**src/rtl/accel_driver.sv**
```systemverilog
// Bus initiator for the matrix-multiply accelerator: streams A then B into the
// accelerator windows, waits for both stored flags, then reads C out as a stream.
module accel_driver #(
  parameter int                    BITS       = 8,
  parameter int                    N          = 8,
  parameter int                    WIDTH      = 4,
  parameter int                    ADDR_WIDTH = 10,
  parameter logic [ADDR_WIDTH-1:0] OFFCET     = 10'd128,
  parameter int                    TIMEOUT    = 64
) (
  input  logic                    clk,
  input  logic                    rst,
  input  logic                    start,
  output logic                    busy,
  output logic                    done,
  output logic                    error,
  input  logic                    src_valid,
  output logic                    src_ready,
  input  logic [WIDTH*BITS-1:0]   src_data,
  output logic                    res_valid,
  input  logic                    res_ready,
  output logic [WIDTH*BITS-1:0]   res_data,
  output logic                    res_last,
  output logic [ADDR_WIDTH-1:0]   bus_addr,
  output logic                    bus_wr_en,
  output logic [WIDTH*BITS-1:0]   bus_wdata,
  input  logic [WIDTH*BITS-1:0]   bus_rdata,
  input  logic                    a_stored,
  input  logic                    b_stored,
  input  logic                    c_show
);

  localparam int DW        = WIDTH * BITS;
  localparam int STEP      = DW / 8;
  localparam int WORDS     = N * N / WIDTH;
  localparam int MAT_BYTES = N * N * BITS / 8;
  localparam int CW        = (WORDS > 1) ? $clog2(WORDS) : 1;
  localparam int TW        = $clog2(TIMEOUT + 1);

  localparam logic [ADDR_WIDTH-1:0] STEP_A = ADDR_WIDTH'(STEP);
  localparam logic [ADDR_WIDTH-1:0] A_BASE = OFFCET;
  localparam logic [ADDR_WIDTH-1:0] B_BASE = OFFCET + ADDR_WIDTH'(MAT_BYTES);
  localparam logic [ADDR_WIDTH-1:0] C_BASE = B_BASE + ADDR_WIDTH'(MAT_BYTES);

  typedef enum logic [2:0] {
    IDLE, LOAD_A, LOAD_B, WAIT_ST, READ_C, DRAIN, FIN
  } state_t;

  state_t                state_q, state_d;
  logic [CW-1:0]         cnt_q, cnt_d;
  logic [TW-1:0]         timer_q, timer_d;
  logic [ADDR_WIDTH-1:0] bus_addr_q, bus_addr_d;
  logic                  bus_wr_en_q, bus_wr_en_d;
  logic [DW-1:0]         bus_wdata_q, bus_wdata_d;
  logic [DW-1:0]         res_data_q, res_data_d;
  logic                  res_valid_q, res_valid_d;
  logic                  res_last_q, res_last_d;
  logic                  error_q, error_d;

  logic                  cnt_last;
  logic [ADDR_WIDTH-1:0] win_base;

  assign cnt_last = (cnt_q == CW'(WORDS - 1));
  assign win_base = (state_q == LOAD_A) ? A_BASE : B_BASE;

  always_ff @(posedge clk or posedge rst) begin
    if (rst) begin
      state_q     <= IDLE;
      cnt_q       <= '0;
      timer_q     <= '0;
      bus_addr_q  <= '0;
      bus_wr_en_q <= 1'b0;
      bus_wdata_q <= '0;
      res_data_q  <= '0;
      res_valid_q <= 1'b0;
      res_last_q  <= 1'b0;
      error_q     <= 1'b0;
    end else begin
      state_q     <= state_d;
      cnt_q       <= cnt_d;
      timer_q     <= timer_d;
      bus_addr_q  <= bus_addr_d;
      bus_wr_en_q <= bus_wr_en_d;
      bus_wdata_q <= bus_wdata_d;
      res_data_q  <= res_data_d;
      res_valid_q <= res_valid_d;
      res_last_q  <= res_last_d;
      error_q     <= error_d;
    end
  end

  always_comb begin
    state_d     = state_q;
    cnt_d       = cnt_q;
    timer_d     = timer_q;
    bus_addr_d  = bus_addr_q;
    bus_wr_en_d = 1'b0;
    bus_wdata_d = bus_wdata_q;
    res_data_d  = res_data_q;
    res_valid_d = res_valid_q;
    res_last_d  = res_last_q;
    error_d     = error_q;
    src_ready   = 1'b0;

    case (state_q)
      IDLE: begin
        bus_addr_d = '0;
        if (start) begin
          error_d = 1'b0;
          cnt_d   = '0;
          timer_d = '0;
          state_d = LOAD_A;
        end
      end
      LOAD_A, LOAD_B: begin
        src_ready = 1'b1;
        if (src_valid) begin
          bus_wdata_d = src_data;
          bus_wr_en_d = 1'b1;
          bus_addr_d  = win_base + ADDR_WIDTH'(cnt_q) * STEP_A;
          if (cnt_last) begin
            cnt_d   = '0;
            timer_d = '0;
            state_d = (state_q == LOAD_A) ? LOAD_B : WAIT_ST;
          end else begin
            cnt_d = cnt_q + 1'b1;
          end
        end
      end
      WAIT_ST: begin
        // Flags win over an expiring timer in the same cycle.
        if (a_stored && b_stored) begin
          bus_addr_d = C_BASE;
          cnt_d      = '0;
          state_d    = READ_C;
        end else if (timer_q == TW'(TIMEOUT - 1)) begin
          error_d = 1'b1;
          state_d = FIN;
        end else begin
          timer_d = timer_q + 1'b1;
        end
      end
      READ_C: begin
        if (!res_valid_q || res_ready) begin
          if (!c_show) begin
            error_d     = 1'b1;
            res_valid_d = 1'b0;
            res_last_d  = 1'b0;
            state_d     = FIN;
          end else begin
            res_data_d  = bus_rdata;
            res_valid_d = 1'b1;
            res_last_d  = cnt_last;
            bus_addr_d  = bus_addr_q + STEP_A;
            cnt_d       = cnt_q + 1'b1;
            if (cnt_last) state_d = DRAIN;
          end
        end
      end
      DRAIN: begin
        if (res_ready) begin
          res_valid_d = 1'b0;
          res_last_d  = 1'b0;
          state_d     = FIN;
        end
      end
      FIN: begin
        bus_addr_d = '0;
        state_d    = IDLE;
      end
      default: state_d = IDLE;
    endcase
  end

  assign busy      = (state_q != IDLE);
  assign done      = (state_q == FIN);
  assign error     = error_q;
  assign res_valid = res_valid_q;
  assign res_data  = res_data_q;
  assign res_last  = res_last_q;
  assign bus_addr  = bus_addr_q;
  assign bus_wr_en = bus_wr_en_q;
  assign bus_wdata = bus_wdata_q;

endmodule
```
**config.mk**
```make
export PLATFORM = sky130hd
export DESIGN_NAME = accel_driver
export DESIGN_NICKNAME = d
export VERILOG_FILES = /design/src/rtl/accel_driver.sv
export SDC_FILE = /design/constraint.sdc
export NUM_CORES = 1
export LEC_CHECK = 0
export CORE_UTILIZATION = 45
export DETAILED_ROUTE_END_ITERATION = 12
export HOLD_SLACK_MARGIN = 0.03
export PLACE_DENSITY = 0.81
export SLEW_MARGIN = 20
export SYNTH_ARGS = -nofsm -noshare
export SYNTH_HDL_FRONTEND = slang
export SYNTH_SLANG_ARGS = --single-unit
```
**constraint.sdc**
```tcl
create_clock -name clk -period 3.6 [get_ports clk]
set_clock_uncertainty 0.2 [all_clocks]
set_input_delay 0.54 -clock clk [delete_from_list [all_inputs] [get_ports clk]]
set_output_delay 0.54 -clock clk [all_outputs]
set_load 0.1 [all_outputs]
```
; ---- Word level (Yosys, flattened, before mapping)
; Cells that the tools add are included.
[totals]
regBits = 92
elab_cells = 101
in_bits = 72
output_inout_bits = 81
[classes]
n_reduce_logical = 20
n_addsub = 4
eq_ne = 21
mux = 46
[ops]
columns = cell, n
row1 = $mux W7, 6
row2 = $mux W10, 4
row3 = $pmux W10 S4, 1
row4 = $mux W3, 9
row5 = $mux W4, 6
row6 = $ne A2 B2 Y1 const B, 11
row7 = $pmux W7 S3, 1
row8 = $reduce_and A6 Y1, 3
row9 = $pmux W4 S4, 1
row10 = $pmux W3 S5, 1
row11 = $mux W1, 14
row12 = $add A10 B3 Y10 const B, 1
row13 = $add A8 B6 Y9, 1
row14 = $eq A3 B3 Y1 const B, 3
row15 = $reduce_bool A3 Y1, 3
row16 = $reduce_bool A4 Y1, 2
row17 = $add A7 B1 Y7 const B, 1
row18 = $eq A7 B6 Y1 const B, 1
row19 = $reduce_and A7 Y1, 1
row20 = $eq A3 B2 Y1 const B, 2
row21 = $ne A3 B3 Y1 const B, 2
row22 = $reduce_and A3 Y1, 2
row23 = $reduce_and A5 Y1, 1
row24 = $add A4 B1 Y4 const B, 1
row25 = other kinds (11), 13

; ---- Depth between registers and ports, before layout
; Gate-level depths: netlist (run 1).
[depth]
depth_word = 5
ltp_mapped = 7

; ---- Worst setup path after synthesis (run 1)
; No wires, ideal clock.
[synth_path]
kind = flip-flop to output port
startpoint = register state_q[0]
endpoint = output port done
path_slack_ns = 0.047
required_ns = 2.860
path_stages_with_launch = 5
path_buffers = 3
arrival_time_ns = 2.813
cell_sequence = dfrtp_1 buf_6 buf_6 buf_2 nor3_1
[synth_between]
elab_chain_len = 1
[synth_rtl]
columns = element, line
row1 = from (decl), 49  ; state_t state_q, state_d;
row2 = from (signal assigned), 79  ; state_q <= state_d;
row3 = $eq A3 B3 Y1, 176  ; assign done = (state_q == FIN);
row4 = to (decl), 15  ; output logic done,
; No other way between the ends.

; ---- Worst setup path after layout (run 1)
[layout_path]
startpoint = register state_q[0]
endpoint = output port src_ready
[layout_between]
elab_chain_len = 3
elab_cells_between_ends = 4
classes_between = eq/ne: 2 / mux: 1 / reduce/logical: 1
[layout_rtl]
columns = element, line
row1 = $eq A3 B1 Y1 or $eq A3 B2 Y1 (tied branches), 105  ; case (state_q)
row2 = $reduce_or A2 Y1 (*), 105
row3 = $mux W1 (*), 105
row4 = to (decl), 18  ; output logic src_ready,
; Every way passes the cells marked *; elsewhere a longest branch is shown, timed or not.

==> results.toml, run 1 <==
[layout]
drive_gt1_frac = 0.1996
antenna_cells = 0
area_growth_pct = 41.01
fin_nets = 556

[clocking]
cts_hold_buf = 0
cts_resized = 0
cts.path.max_buffers = 2
clk_latency_ns = 0.34
htreeDepth = 3
cts_root_buf = "clkbuf_8"
cts_setup_buffers = 0
clock_sinks = 90
cts_made_buffers = 9
cts_tree = "done"
path_clk_slew_ns = 0.10

[timing]
hold_violations = 0
drv_slew = 0
setup_viol = 0
tightest_slew_ns = 1.011
period_minus_slack_ns = 2.725
fin_tns_setup_ns = 0
max_freq_mhz = 367.0
rsz0062_at_grt = "no"
min_period_over_period = 0.7568
relSlewSlack = 0.3237

[global_route]
grt_usage = 0.2022
grt_overflow = 0
grt_pass1_wl_mm = 15.57
grt_pass1_vias = 3172
antenna_found_initial = 0
grt_max_degree = 63

[yosys]
synth_cell_type_count = 57
synth_top_cell_by_area = "dfrtp_1"
syn-instance-count = 331
synth_edf_count = 0
synth_area_um2 = 4229
synthFlopType = "dfrtp_1"
synth.top_cell.area_share = 0.5325
synthTopCellsByArea = "dfrtp_1 (53%), mux2_4 (10%), mux2_2 (8.8%), buf_6 (2.4%), nand2_1 (2.1%)"
ys_async_sr_fraction = 1.000
synth_seq_area_share = 0.5325
ys.warnings.count = 0
avgSynthCellArea_um2 = 12.78
synth-seq-cells = 90

[critical_path]
startpoint = "state_q[0]"
path_common_cell = "buf_4"
worstSetupEndpoint = "src_ready"
critPathSlowestCell = "dfrtp_1"
crit_path_end_kind = "output port"
r2r-end = "bus_wdata[22]"
cp.required_ns = 2.86
crit_arrival_ns = 1.98
critPathMaxFanout = 16
r2r-start = "state_q[0]"
crit_type = "reg -> out"
rrSetupSlack_ns = 1.05
critPathMaxStageDelay_ns = 0.68
crit_path_start_kind = "flop"
crit_chain = "buf_4 > xnor2_1 > nor2_2 > buf_4"
reg2reg_depth = 6

[status]
status = "completed"

[die]
design.die.area_um2 = 9789
die_x_um = 98.94
initial_core_util = 0.4621
rows = 35
placeableCoreArea_um2 = 9153
ios = 153
die_h_um = 98.94

[route]
via_per_inst = 5.198
routedWlPerCell_um = 15.94
vias = 3103
ant_nets = 0
first_pass_iters = 4
initialDrtViolationCount = 97
drc = 0
wirelength_mm = 9.515

[flow_run]
drv_cap = 0

[min_path]
min_path_cells = 1
min_path_type = "reg -> reg"

[placement]
gp_congestion = 0.8658
dp_hpwl_mm = 7.002
portBuffers = 150
==> cells in the mapped netlist (3+ instances only) <==
library cell,n
dfrtp_1,90
mux2_2,33
mux2_4,29
nand2_1,24
o21ai_0,13
nor2_1,12
a21oi_1,11
buf_6,9
nand3_1,9
inv_1,7
o2bb2ai_1,7
mux2_1,6
a31oi_1,5
buf_4,5
nand2b_1,5
nor3_1,5
o211ai_1,4
and2_1,3
ha_1,3
==> placed cells by master, fill, tap and decap left out, drive strengths merged, types with 3 or more instances in the layout <==
| cell type | n |
|---|---|
| nand3 | 10 |
| o2bb2ai | 7 |
| and2 | 4 |
| inv | 10 |
| dfrtp | 90 |
| buf | 8 |
| mux2 | 68 |
| nor3 | 6 |
| o21ai | 16 |
| clkbuf | 9 |
| ha | 3 |
| clkinv | 5 |
| clkdlybuf4s50 | 146 |
| o211ai | 4 |
| nand2 | 25 |
| a31oi | 5 |
| nand2b | 5 |
| a211oi | 3 |
| a21oi | 11 |
| nor2 | 13 |
==> state kept, by name, summed over array words and instances (netlist names) <==
name and cells:
state_q 3, res_last 1, bus_wdata 32, timer_q 7, res_data 32, res_valid 1, bus_wr_en 1, bus_addr 8
cnt_q 4, error 1
==> final cells by class <==
cell class / instances / area (um^2)
inverters: 8 / 31.28
fillers: 726 / 3189
repair buffers: 154 / 1534
flip-flops and latches: 90 / 2252
clock inverters: 7 / 81.33
clock buffers: 9 / 123.9
well taps: 111 / 138.9
multi-input cells: 218 / 1802
==> worst max-delay path: cells and delay by family, from the launching register on <==
kind                   cells  cell delay (ns)
AND/OR/NAND/NOR            1             0.24
XOR/XNOR                   1             0.09
buffers and inverters      2             0.62
flip-flops                 1             0.68
==> layer usage <==
| metal | up-vias | part of all wire | track usage |
|---|---|---|---|
| met4 | 0 | 0.012 | 0.07118 |
| li1 | 1483 | - | - |
| met5 | - | 0 | 0 |
| met2 | 116 | 0.48 | 0.3378 |
| met3 | 12 | 0.056 | 0.03972 |
| met1 | 1492 | 0.45 | 0.2629 |
==> cell families after synthesis <==
logic type	after synthesis	share of synthesized area
compound gates	63	0.1015
xor+xnor	2	0.004143
fa+ha+maj	3	0.008877
buf+inv	24	0.04231
flops	90	0.5325
mux	70	0.2115
other cells	1	0.0008867
simple gates	78	0.09823
==> how the worst min path moves through the flow <==
stage / endpoint / slack, ns / start
finish: bus_wdata[10] / 0.29 / bus_wdata[10]
floorplan: timer_q[5] / 0.29 / timer_q[5]
CTS: bus_wdata[10] / 0.30 / bus_wdata[10]
global placement: bus_wdata[20] / 0.27 / bus_wdata[20]
global route: res_data[8] / 0.32 / res_data[8]
detailed placement: bus_wdata[10] / 0.27 / bus_wdata[10]
==> through the flow <==
| step | hold WS [ns] | worst slack (ns) | instance area (um^2) | cells | utilization |
|---|---|---|---|---|---|
| floorplan | 0.2858 | 0.04683 | 4233 | 332 | - |
| global placement | 0.2661 | 1.078 | 5758 | 581 | 0.6291 |
| detailed placement | 0.2741 | 1.042 | 5758 | 581 | 0.6291 |
| CTS | 0.2966 | 0.8863 | 5963 | 597 | 0.6515 |
| global route | 0.3242 | 0.7919 | 5963 | 597 | 0.6515 |
| finish | 0.2947 | 0.8754 | 5963 | 597 | 0.6515 |
Power of run 1 is not shown: default switching activity piles up to over one toggle a cycle in this logic, so the estimate is an artifact.
==> run 2: changes to the inputs <==
==> constraint.sdc (replaced) <==
create_clock -name clk -period 2.62 [get_ports clk]
set_clock_uncertainty 0.2 [all_clocks]
set_input_delay 0.393 -clock clk [delete_from_list [all_inputs] [get_ports clk]]
set_output_delay 0.393 -clock clk [all_outputs]
set_load 0.1 [all_outputs]
==> run 2 against run 1 <==
Cell count grew 0.67%. Non-clock buffer count grew 4. Cell area shrank 1.3%. Critical path depth shrank 1. Largest cell class unchanged.
==> results.toml, run 2 (same netlist as run 1, synthesis figures left out) <==
[critical_path]
reg2reg_depth = 6
critPathSlowestCell = "dfrtp_1"
path_delay_family = "flip-flops"
critPathMaxStageDelay_ns = 0.64
cp.depth = 3
crit_chain = "inv_1 > nor3_2 > buf_12"
r2r-start = "state_q[0]"
crit_path_start_kind = "flop"
crit_path_end_kind = "output port"
rrSetupSlack_ns = 0.34
cp.required_ns = 2.03
crit_arrival_ns = 1.77
critPathMaxFanout = 14
crit_type = "reg -> out"
worst-path-buf-inv = 2
r2r-end = "state_q[0]"

[clocking]
cts_root_buf = "clkbuf_8"
cts_hold_buf = 0
path_clk_slew_ns = 0.10
cts_tree = "done"
cts.path.max_buffers = 2
cts_made_buffers = 9
cts_resized = 0
clock_sinks = 90
clk_latency_ns = 0.36
htreeDepth = 3
cts_setup_buffers = 0

[flow_run]
drv_cap = 0

[die]
rows = 35
die_x_um = 98.94
design.die.area_um2 = 9789
initial_core_util = 0.4621
die_h_um = 98.94
placeableCoreArea_um2 = 9153
ios = 153

[route]
vias = 3178
via_per_inst = 5.288
initialDrtViolationCount = 108
wirelength_mm = 9.592
first_pass_iters = 4
drc = 0
routedWlPerCell_um = 15.96
ant_nets = 0

[timing]
relSlewSlack = 0.6232
drv_slew = 0
period_minus_slack_ns = 2.365
fin_tns_setup_ns = 0
hold_violations = 0
setup_viol = 0
min_period_over_period = 0.9026
rsz0062_at_grt = "no"
tightest_slew_ns = 0.5641
max_freq_mhz = 422.9

[global_route]
grt_pass1_vias = 3182
grt_overflow = 0
grt_usage = 0.2010
antenna_found_initial = 0
grt_pass1_wl_mm = 15.48
grt_max_degree = 42

[layout]
antenna_cells = 0
fin_nets = 560
final_common_cell = "dfrtp_1"
area_growth_pct = 39.17
drive_gt1_frac = 0.3612
final_cell_mix = "dfrtp_1 (90), buf_4 (80), clkdlybuf4s50_1 (71), mux2_2 (33), mux2_4 (29)"

[placement]
dp_hpwl_mm = 6.978
gp_congestion = 0.8682
portBuffers = 150

[status]
status = "completed"

[min_path]
min_path_type = "in -> async"
-- run 2: cell types whose count changed in the layout (fill, tap and decap cells not counted), sizes merged --
cell           before  now
buf                 8   87
clkdlybuf4s50     146   71
clkinv              5    2
clkinvlp            0    3
-- run 2: routing by layer --
metal / global-route usage / share of wire
met2: 0.3384 / 0.50
met3: 0.03688 / 0.061
met4: 0.08037 / 0.014
met5: 0 / 0
met1: 0.2570 / 0.43
-- run 2: per-stage QoR --
| stage | std cells | area [um^2] | worst slack, ns | hold slack, ns | utilization |
|---|---|---|---|---|---|
| 2_1_floorplan | 332 | 4247 | 0.07996 | 0.2858 | - |
| 3_5_place_dp | 585 | 5688 | 0.2534 | 0.2809 | 0.6215 |
| 5_1_grt | 601 | 5886 | 0.1209 | 0.2614 | 0.6431 |
| 6_report | 601 | 5886 | 0.2551 | 0.2256 | 0.6431 |
| 3_3_place_gp | 585 | 5688 | 0.2914 | 0.2699 | 0.6215 |
| 4_1_cts | 601 | 5886 | 0.2254 | 0.2273 | 0.6431 |
-- run 2: cell type report --
cell class	instances	area, um^2
Fill cell	728	3267
Sequential cell	90	2252
Multi-Input combinational cell	218	1812
Timing Repair Buffer	158	1451
Tap cell	111	138.9
Clock buffer	9	123.9
Clock inverter	7	73.82
Inverter	8	33.78
-- run 2: how the worst max path moves through the flow --
| stage | start | endpoint |
|---|---|---|
| after floorplan | state_q[0] | done |
| after global placement | a_stored | cnt_q[0] |
| after detailed placement | a_stored | cnt_q[0] |
| after CTS | state_q[2] | done |
| after global routing | state_q[2] | done |
| final | state_q[2] | done |
-- run 2: worst register-to-register path, delay by kind of cell (launching register included) --
kind | cells | cell delay (ns)
mux | 1 | 0.33
flops | 1 | 0.71
compound gates | 2 | 0.36
buf+inv | 1 | 0.27
simple gates | 2 | 0.30
Power of run 2 is left out for the same reason.
